[config.mk]
export PLATFORM = sky130hd
export DESIGN_NAME = m_cmd_exec
export DESIGN_NICKNAME = d
export VERILOG_FILES = /design/src/rtl/m_cmd_exec.sv
export SDC_FILE = /design/constraint.sdc
export NUM_CORES = 1
export LEC_CHECK = 0
export BUFFER_PORTS_ARGS = -buffer_cell sky130_fd_sc_hd__buf_2
export CAP_MARGIN = 20
export CORE_MARGIN = 2
export CORE_UTILIZATION = 59
export DETAILED_ROUTE_END_ITERATION = 10
export PLACE_DENSITY = 0.91
export SYNTH_ARGS = -nofsm -noshare
export SYNTH_HDL_FRONTEND = slang
export SYNTH_SLANG_ARGS = --single-unit
export TNS_END_PERCENT = 100
[constraint.sdc]
create_clock -name clk -period 5.6 [get_ports clk]
set_input_delay 0.84 -clock clk [delete_from_list [all_inputs] [get_ports clk]]
set_output_delay 0.84 -clock clk [all_outputs]
set_load 0.01 [all_outputs]
[src/rtl/m_cmd_exec.sv]
// Command executor: validates decoded UART commands, writes the dimming config
// registers and returns a 5-byte acknowledge frame over a valid/ready byte port.
module m_cmd_exec #(
    parameter logic [7:0]  GAIN_RST   = 8'h80,
    parameter logic [15:0] THRESH_RST = 16'h0100
) (
    input  logic        clk,
    input  logic        rst_n,
    input  logic        cmd_vaild,
    input  logic [7:0]  cmdcode,
    input  logic [7:0]  cmd_len,
    input  logic [31:0] i_para_list,
    input  logic [7:0]  i_check,
    input  logic        i_tx_ready,
    output logic        o_tx_valid,
    output logic [7:0]  o_tx_data,
    output logic        o_dim_en,
    output logic [1:0]  o_dim_mode,
    output logic [7:0]  o_gain,
    output logic [15:0] o_thresh,
    output logic [31:0] o_window,
    output logic        o_cfg_upd,
    output logic [7:0]  o_err_cnt,
    output logic [7:0]  o_drop_cnt
);

    localparam logic [7:0] ACK_HDR  = 8'h40;
    localparam logic [7:0] ACK_LEN  = 8'h02;
    localparam logic [7:0] ACK_TAIL = 8'hBC;
    localparam logic [7:0] CHECK_OK = 8'hBC;
    localparam logic [2:0] LAST_IDX = 3'd4;

    typedef enum logic [1:0] {
        IDLE = 2'd0,
        EXEC = 2'd1,
        SEND = 2'd2
    } state_t;

    // Priority: check byte, then code lookup, then length.
    function automatic logic [7:0] eval_status(input logic [7:0] code,
                                               input logic [7:0] len,
                                               input logic [7:0] chk);
        logic       known;
        logic [7:0] req_len;
        known   = 1'b1;
        req_len = 8'd0;
        case (code)
            8'h01, 8'h02, 8'h03: req_len = 8'd2;
            8'h04:               req_len = 8'd3;
            8'h05:               req_len = 8'd5;
            8'h10:               req_len = 8'd1;
            default:             known   = 1'b0;
        endcase
        if (chk != CHECK_OK)
            eval_status = 8'h01;
        else if (!known)
            eval_status = 8'h02;
        else if (len != req_len)
            eval_status = 8'h03;
        else
            eval_status = 8'h00;
    endfunction

    function automatic logic [7:0] ack_byte(input logic [2:0] idx,
                                            input logic [7:0] code,
                                            input logic [7:0] status);
        case (idx)
            3'd0:    ack_byte = ACK_HDR;
            3'd1:    ack_byte = ACK_LEN;
            3'd2:    ack_byte = code;
            3'd3:    ack_byte = status;
            default: ack_byte = ACK_TAIL;
        endcase
    endfunction

    // Input capture stage: decoder fields are registered every cycle.
    logic        vld_in_q,   vld_in_d;
    logic [7:0]  code_in_q,  code_in_d;
    logic [7:0]  len_in_q,   len_in_d;
    logic [31:0] para_in_q,  para_in_d;
    logic [7:0]  check_in_q, check_in_d;

    // Command held for execution and acknowledge.
    state_t      state_q,    state_d;
    logic [7:0]  code_q,     code_d;
    logic [7:0]  len_q,      len_d;
    logic [31:0] para_q,     para_d;
    logic [7:0]  check_q,    check_d;
    logic [7:0]  status_q,   status_d;
    logic [2:0]  idx_q,      idx_d;

    logic        tx_valid_q, tx_valid_d;
    logic [7:0]  tx_data_q,  tx_data_d;
    logic        dim_en_q,   dim_en_d;
    logic [1:0]  dim_mode_q, dim_mode_d;
    logic [7:0]  gain_q,     gain_d;
    logic [15:0] thresh_q,   thresh_d;
    logic [31:0] window_q,   window_d;
    logic        cfg_upd_q,  cfg_upd_d;
    logic [7:0]  err_cnt_q,  err_cnt_d;
    logic [7:0]  drop_cnt_q, drop_cnt_d;

    logic [7:0]  exec_status;
    logic        tx_fire;

    assign exec_status = eval_status(code_q, len_q, check_q);
    assign tx_fire     = tx_valid_q && i_tx_ready;

    always_comb begin
        vld_in_d   = cmd_vaild;
        code_in_d  = cmdcode;
        len_in_d   = cmd_len;
        para_in_d  = i_para_list;
        check_in_d = i_check;

        state_d    = state_q;
        code_d     = code_q;
        len_d      = len_q;
        para_d     = para_q;
        check_d    = check_q;
        status_d   = status_q;
        idx_d      = idx_q;
        tx_valid_d = tx_valid_q;
        tx_data_d  = tx_data_q;
        dim_en_d   = dim_en_q;
        dim_mode_d = dim_mode_q;
        gain_d     = gain_q;
        thresh_d   = thresh_q;
        window_d   = window_q;
        cfg_upd_d  = 1'b0;
        err_cnt_d  = err_cnt_q;
        drop_cnt_d = drop_cnt_q;

        case (state_q)
            IDLE: begin
                if (vld_in_q) begin
                    code_d  = code_in_q;
                    len_d   = len_in_q;
                    para_d  = para_in_q;
                    check_d = check_in_q;
                    state_d = EXEC;
                end
            end
            EXEC: begin
                status_d = exec_status;
                if (exec_status == 8'h00) begin
                    case (code_q)
                        8'h01: begin dim_en_d   = para_q[0];     cfg_upd_d = 1'b1; end
                        8'h02: begin dim_mode_d = para_q[1:0];   cfg_upd_d = 1'b1; end
                        8'h03: begin gain_d     = para_q[7:0];   cfg_upd_d = 1'b1; end
                        8'h04: begin thresh_d   = para_q[15:0];  cfg_upd_d = 1'b1; end
                        8'h05: begin window_d   = para_q;        cfg_upd_d = 1'b1; end
                        default: ;
                    endcase
                end else if (err_cnt_q != 8'hFF) begin
                    err_cnt_d = err_cnt_q + 8'd1;
                end
                idx_d      = 3'd0;
                tx_valid_d = 1'b1;
                tx_data_d  = ACK_HDR;
                state_d    = SEND;
            end
            SEND: begin
                // Next byte is loaded only after the current one is taken.
                if (tx_fire) begin
                    if (idx_q == LAST_IDX) begin
                        tx_valid_d = 1'b0;
                        state_d    = IDLE;
                    end else begin
                        idx_d     = idx_q + 3'd1;
                        tx_data_d = ack_byte(idx_q + 3'd1, code_q, status_q);
                    end
                end
            end
            default: state_d = IDLE;
        endcase

        if (vld_in_q && (state_q != IDLE) && (drop_cnt_q != 8'hFF))
            drop_cnt_d = drop_cnt_q + 8'd1;
    end

    always_ff @(posedge clk or negedge rst_n) begin
        if (!rst_n) begin
            vld_in_q   <= 1'b0;
            code_in_q  <= 8'h00;
            len_in_q   <= 8'h00;
            para_in_q  <= 32'h0;
            check_in_q <= 8'h00;
            state_q    <= IDLE;
            code_q     <= 8'h00;
            len_q      <= 8'h00;
            para_q     <= 32'h0;
            check_q    <= 8'h00;
            status_q   <= 8'h00;
            idx_q      <= 3'd0;
            tx_valid_q <= 1'b0;
            tx_data_q  <= 8'h00;
            dim_en_q   <= 1'b0;
            dim_mode_q <= 2'd0;
            gain_q     <= GAIN_RST;
            thresh_q   <= THRESH_RST;
            window_q   <= 32'h0;
            cfg_upd_q  <= 1'b0;
            err_cnt_q  <= 8'h00;
            drop_cnt_q <= 8'h00;
        end else begin
            vld_in_q   <= vld_in_d;
            code_in_q  <= code_in_d;
            len_in_q   <= len_in_d;
            para_in_q  <= para_in_d;
            check_in_q <= check_in_d;
            state_q    <= state_d;
            code_q     <= code_d;
            len_q      <= len_d;
            para_q     <= para_d;
            check_q    <= check_d;
            status_q   <= status_d;
            idx_q      <= idx_d;
            tx_valid_q <= tx_valid_d;
            tx_data_q  <= tx_data_d;
            dim_en_q   <= dim_en_d;
            dim_mode_q <= dim_mode_d;
            gain_q     <= gain_d;
            thresh_q   <= thresh_d;
            window_q   <= window_d;
            cfg_upd_q  <= cfg_upd_d;
            err_cnt_q  <= err_cnt_d;
            drop_cnt_q <= drop_cnt_d;
        end
    end

    assign o_tx_valid = tx_valid_q;
    assign o_tx_data  = tx_data_q;
    assign o_dim_en   = dim_en_q;
    assign o_dim_mode = dim_mode_q;
    assign o_gain     = gain_q;
    assign o_thresh   = thresh_q;
    assign o_window   = window_q;
    assign o_cfg_upd  = cfg_upd_q;
    assign o_err_cnt  = err_cnt_q;
    assign o_drop_cnt = drop_cnt_q;

endmodule

**Word level (Yosys, flattened, before mapping)**

Cells that the tools add are included.

- Add/sub/neg operators: 3
- Equal/unequal tests: 20
- Multiplexer cells: 22
- Bitwise operators: 1
- Reduce and logical (&&, ||, !) cells: 21

Operator list:

| kind | number |
|---|---|
| $pmux 8 s4 | 1 |
| $reduce_and 3->1 | 9 |
| $ne 8x8->1 const B | 3 |
| $add 8x1->8 const B | 2 |
| $eq 8x2->1 const B | 2 |
| $eq 8x3->1 const B | 2 |
| $mux 8 | 2 |
| $pmux 8 s2 | 1 |
| $mux 2 | 6 |
| $pmux 3 s4 | 1 |
| $eq 8x1->1 const B | 1 |
| $eq 8x5->1 const B | 1 |
| $logic_not 8->1 | 1 |
| $ne 2x2->1 const B | 4 |
| $ne 8x8->1 | 1 |
| $eq 3x2->1 const B | 2 |
| $mux 1 | 6 |
| $mux 3 | 2 |
| $pmux 2 s3 | 1 |
| $pmux 3 s2 | 1 |
| $reduce_or 6->1 | 1 |
| $reduce_or 5->1 | 1 |
| $reduce_bool 2->1 | 2 |
| $add 3x1->3 const B | 1 |
| other kinds (11) | 13 |

- Bits in registers: 211
- Input port bits: 60

**Logic depth before layout (Yosys ltp)**

- Depth after elaboration: 10
- Gate-level depth with buffers: 8
- Gate-level depth less buffers: 7

**Worst setup path after synthesis**

No wires, ideal clock.

- Path type: reg2reg
- From: reg code_q[0]
- To: reg thresh_q[10] (netlist: o_thresh[10])
- Setup time: 0.125 ns
- Data arrival time: 2.332 ns
- Slack: 3.143 ns
- Cell stages (with the launch flop): 9
- Buffers on the path: 2
- Clock period less this slack: 2.457 ns
- Path through: dfrtp_1 buf_6 or4bb_1 a311oi_2 a22o_4 nand2_4 nor3_4 buf_8 mux2_4

- Cells in the longest elaborated chain, start to end: 9
- Elaborated cells on any way between the ends: 16
- Classes of those cells: 7 x eq/ne; 5 x mux; 4 x reduce/logical

Ends and longest elaborated chain:

| element | RTL line | text |
|---|---|---|
| start, declared | 85 | `logic [7:0] code_q, code_d;` |
| start signal, assigned | 213 | `code_q <= code_d;` |
| $eq 8x2->1 or $eq 8x1->1 (tied branches) | 47 | `case (code)` |
| $reduce_or 3->1 | 47 |  |
| $pmux 3 s4 | 47 |  |
| $ne 8x8->1 | 58 | `else if (len != req_len)` |
| $mux 2 | 58 |  |
| $mux 2 | 56 | `else if (!known)` |
| $mux 2 | 54 | `if (chk != CHECK_OK)` |
| $logic_not 8->1 | 146 | `if (exec_status == 8'h00) begin` |
| $reduce_and 3->1 (no line) (*) | n/a |  |
| end signal, assigned | 224 | `thresh_q <= thresh_d;` |
| end, declared | 97 | `logic [15:0] thresh_q, thresh_d;` |

Mark *: on every way between the ends. The rest lies on a longest branch, timed or not.
A chain may end at the register's enable or synchronous reset.

**Worst setup path after layout**

- From: reg code_q[0]
- To: reg thresh_q[1] (netlist: o_thresh[1])

The elaborated chain is that of the path after synthesis.

==> results.toml <==
[global_route]
grt_pass1_wl_mm = 24.9
antenna_found_initial = 0
track_usage_pct = 22.4
overflow = 0
grt_pass1_vias = 4944
grt_max_degree = 75

[place]
io_buffer_count = 144
gp_congestion = 0.833
placed_area_um2 = 8470
placed_cells = 787
hpwlAfterDp_mm = 9.74

[drt]
vias = 4508
wire_per_inst_um = 18.0
route.detailed.drc = 0
drt-total-wl_mm = 14.8
first_pass_iters = 4
drtIter0Drc = 218
ant_nets = 0
avgViaCountPerCell = 5.48

[clock_network]
clk-insertion-delay-late_ns = 0.48
clk_pin_slew_worst_paths_ns = 0.06
clockBufferDepth = 3
cts.htree.levels = 1
postCtsSetupBuffers = 0
hold_buffers = 0
numCtsBuffers = 21
clock_sinks = 205
cts_root_buf = "clkbuf_16"
cts_tree = "done"
cts_resized = 0

[die]
coreArea_um2 = 12600
die_w_um = 117
start_util_pct = 60.4
die_area_um2 = 13800
rows = 41
die_h_um = 117
io_pins = 145

[sta]
hold_viol_final = 0
relSlewSlack_pct = 27.5
setup_viol = 0
fmax_mhz = 322
rsz0062_at_grt = "false"
setup-tns-final_ns = 0
finalClockSkew_ns = 0.00795
holdWs_ns = 0.373
tightestPinTransition_ns = 1.08
drv_slew = 0
min_period_ns = 3.11
period_share_pct = 55.5

[setup_path]
start_kind = "flip-flop"
critPathRequiredTime_ns = 5.95
worstSetupPathType = "flip-flop to flip-flop"
arrival_ns = 3.46
r2r-end = "o_thresh[1]"
reg2regPathDepth = 6
crit_chain = "or4b_1 > a311oi_2 > a22o_4 > nand2_4 > nor3_4 > mux2_2"
end_kind = "flip-flop"
critPathMaxStageDelay_ns = 0.90
critPathMaxFanout = 16
r2r-start = "code_q[0]"
reg2reg_slack_ns = 2.49
critical_path.slowest_cell = "nor3_4"

[synth]
async_reset_ff_share_pct = 100
syn-cell-area_um2 = 7590
yosys-top-cells-area = "dfrtp_1, mux2_2, mux2_4"
ys_seq_area_share_pct = 67.6
synth_seq_cells = 205
synthDistinctLibCells = 52
avgSynthCellArea_um2 = 15.6
syn_inst = 487
synth_top_area_share_pct = 66.9
synth-main-ff-cell = "dfrtp_1"
synth_fp_nets = 554
synth_edf_count = 0
yosysWarnings = 0
yosysTopAreaCell = "dfrtp_1"

[run]
drv_cap = 0

[status]
run_status = "completed"

[final_layout]
stdcell_count = 822
n_antenna_cell = 0
area_growth_pct = 20.8
drive_gt1_share_pct = 47.8
nNetsFinal = 705
final_area_um2 = 9160
n_fill_cell = 771

[power_and_ir_drop]
powerDensity_nw_per_um2 = 462
share_seq_of_total_power_pct = 48.7
power_frac_comb_pct = 18.5
p_int_w = 0.00305
swShare_pct = 28.0
p_clk_share_pct = 32.8
ir_drop_mv = 0.326
leakagePower_nw = 4.54
p_switching_w = 0.00119

[hold_path]
hp-class = "input port to asynchronous set/reset pin"
[synthesized netlist by cell type, types with 2 or more instances]
| cell type | number |
|---|---|
| nand3_1 | 14 |
| inv_1 | 5 |
| nand4_1 | 6 |
| nor3b_1 | 3 |
| o21ai_0 | 12 |
| o41ai_1 | 2 |
| mux2_4 | 10 |
| buf_2 | 5 |
| nor3_1 | 4 |
| nand2_1 | 14 |
| a31oi_1 | 3 |
| dfrtp_1 | 203 |
| and3_1 | 6 |
| nand2b_1 | 3 |
| or4bb_1 | 2 |
| dfstp_2 | 2 |
| nor3_4 | 2 |
| clkbuf_1 | 12 |
| or3_1 | 3 |
| ha_1 | 7 |
| mux2_2 | 105 |
| xor2_1 | 5 |
| mux2_1 | 2 |
| a21oi_1 | 11 |
| nor2_1 | 6 |
| xnor2_1 | 12 |
| nor2b_1 | 3 |
[worst max-delay path, delay by kind of cell, from the launching register on]
family	cells	cell delay, ns
AND/OR/NAND/NOR	3	1.57
AO/OA/AOI/OAI	2	0.49
multiplexers	1	0.43
flip-flops	1	0.50
[per-stage QoR]
stage	util, %	total power (W)	worst slack (ns)
after global routing	72.9	0.00447	2.28
final	72.9	0.00424	2.49
after floorplan	-	0.00259	3.14
after CTS	72.9	0.00427	2.50
after global placement	67.4	0.00279	2.62
after detailed placement	67.4	0.00287	2.51
[per-layer routing]
layer / track usage (%) / routed length, µm / vias to the layer above
met4: 8.73 / 442 / 0
met5: 0 / 0 / -
met1: 28.0 / 5840 / 2287
met3: 4.96 / 943 / 38
met2: 38.5 / 7550 / 159
li1: - / - / 2024
[power groups by stage]
stage               Sequential, W  Clock [W]  Combinational, W
floorplan                 0.00200          0          0.000583
CTS                       0.00206    0.00142          0.000794
global placement          0.00204          0          0.000747
finish                    0.00206    0.00139          0.000783
detailed placement        0.00208          0          0.000783
global route              0.00211    0.00148          0.000878
[registers in the layout, indices dropped and copies added (netlist names)]
name / flops
len_in_q: 8
o_dim_en: 1
o_cfg_upd: 1
para_q: 32
code_in_q: 8
code_q: 8
idx_q: 3
o_drop_cnt: 8
vld_in_q: 1
state_q: 2
o_gain: 8
o_err_cnt: 8
o_dim_mode: 2
o_thresh: 16
check_in_q: 8
o_window: 32
status_q: 2
check_q: 8
para_in_q: 32
o_tx_valid: 1
len_q: 8
o_tx_data: 8
[layout by cell type, fill, tap and decap left out, drive strengths merged, types with 5 or more instances in the layout]
cell type and count:
ha 7, xnor2 12, inv 5, clkinv 5, and3 6, nand2 15, a21oi 11, clkbuf 25
nand4 6, mux2 117, nor2 7, xor2 5, dfrtp 203, nand3 14, nor3 7, buf 146
o21ai 12
[worst max path at each step]
| stage | start | end | slack, ns | cells after the start |
|---|---|---|---|---|
| global placement | code_q[0] | o_window[20] | 2.62 | 6 |
| global route | code_q[3] | o_thresh[1] | 2.28 | 6 |
| finish | code_q[0] | o_thresh[1] | 2.49 | 6 |
| CTS | code_q[2] | o_thresh[1] | 2.50 | 6 |
| detailed placement | code_q[0] | o_window[6] | 2.51 | 6 |
| floorplan | code_q[0] | o_thresh[10] | 3.14 | 8 |
[cells by family after synthesis]
| group | share of synthesized area [%] |
|---|---|
| AND/OR/NAND/NOR | 6.53 |
| adder cells (fa/ha/maj) | 1.15 |
| buffers and inverters | 1.52 |
| XOR/XNOR | 1.96 |
| AO/OA/AOI/OAI | 3.22 |
| multiplexers | 18.0 |
| flip-flops | 67.6 |
[final cells by class]
cell class | instances | area [µm²] | area share [%]
Tap cell | 172 | 215 | 2.35
Clock buffer | 24 | 557 | 6.08
Clock inverter | 11 | 138 | 1.50
Multi-Input combinational cell | 258 | 2350 | 25.7
Sequential cell | 205 | 5130 | 56.0
Timing Repair Buffer | 147 | 752 | 8.21
Inverter | 5 | 18.8 | 0.205
No activity file was read; power rests on OpenSTA's default activity.
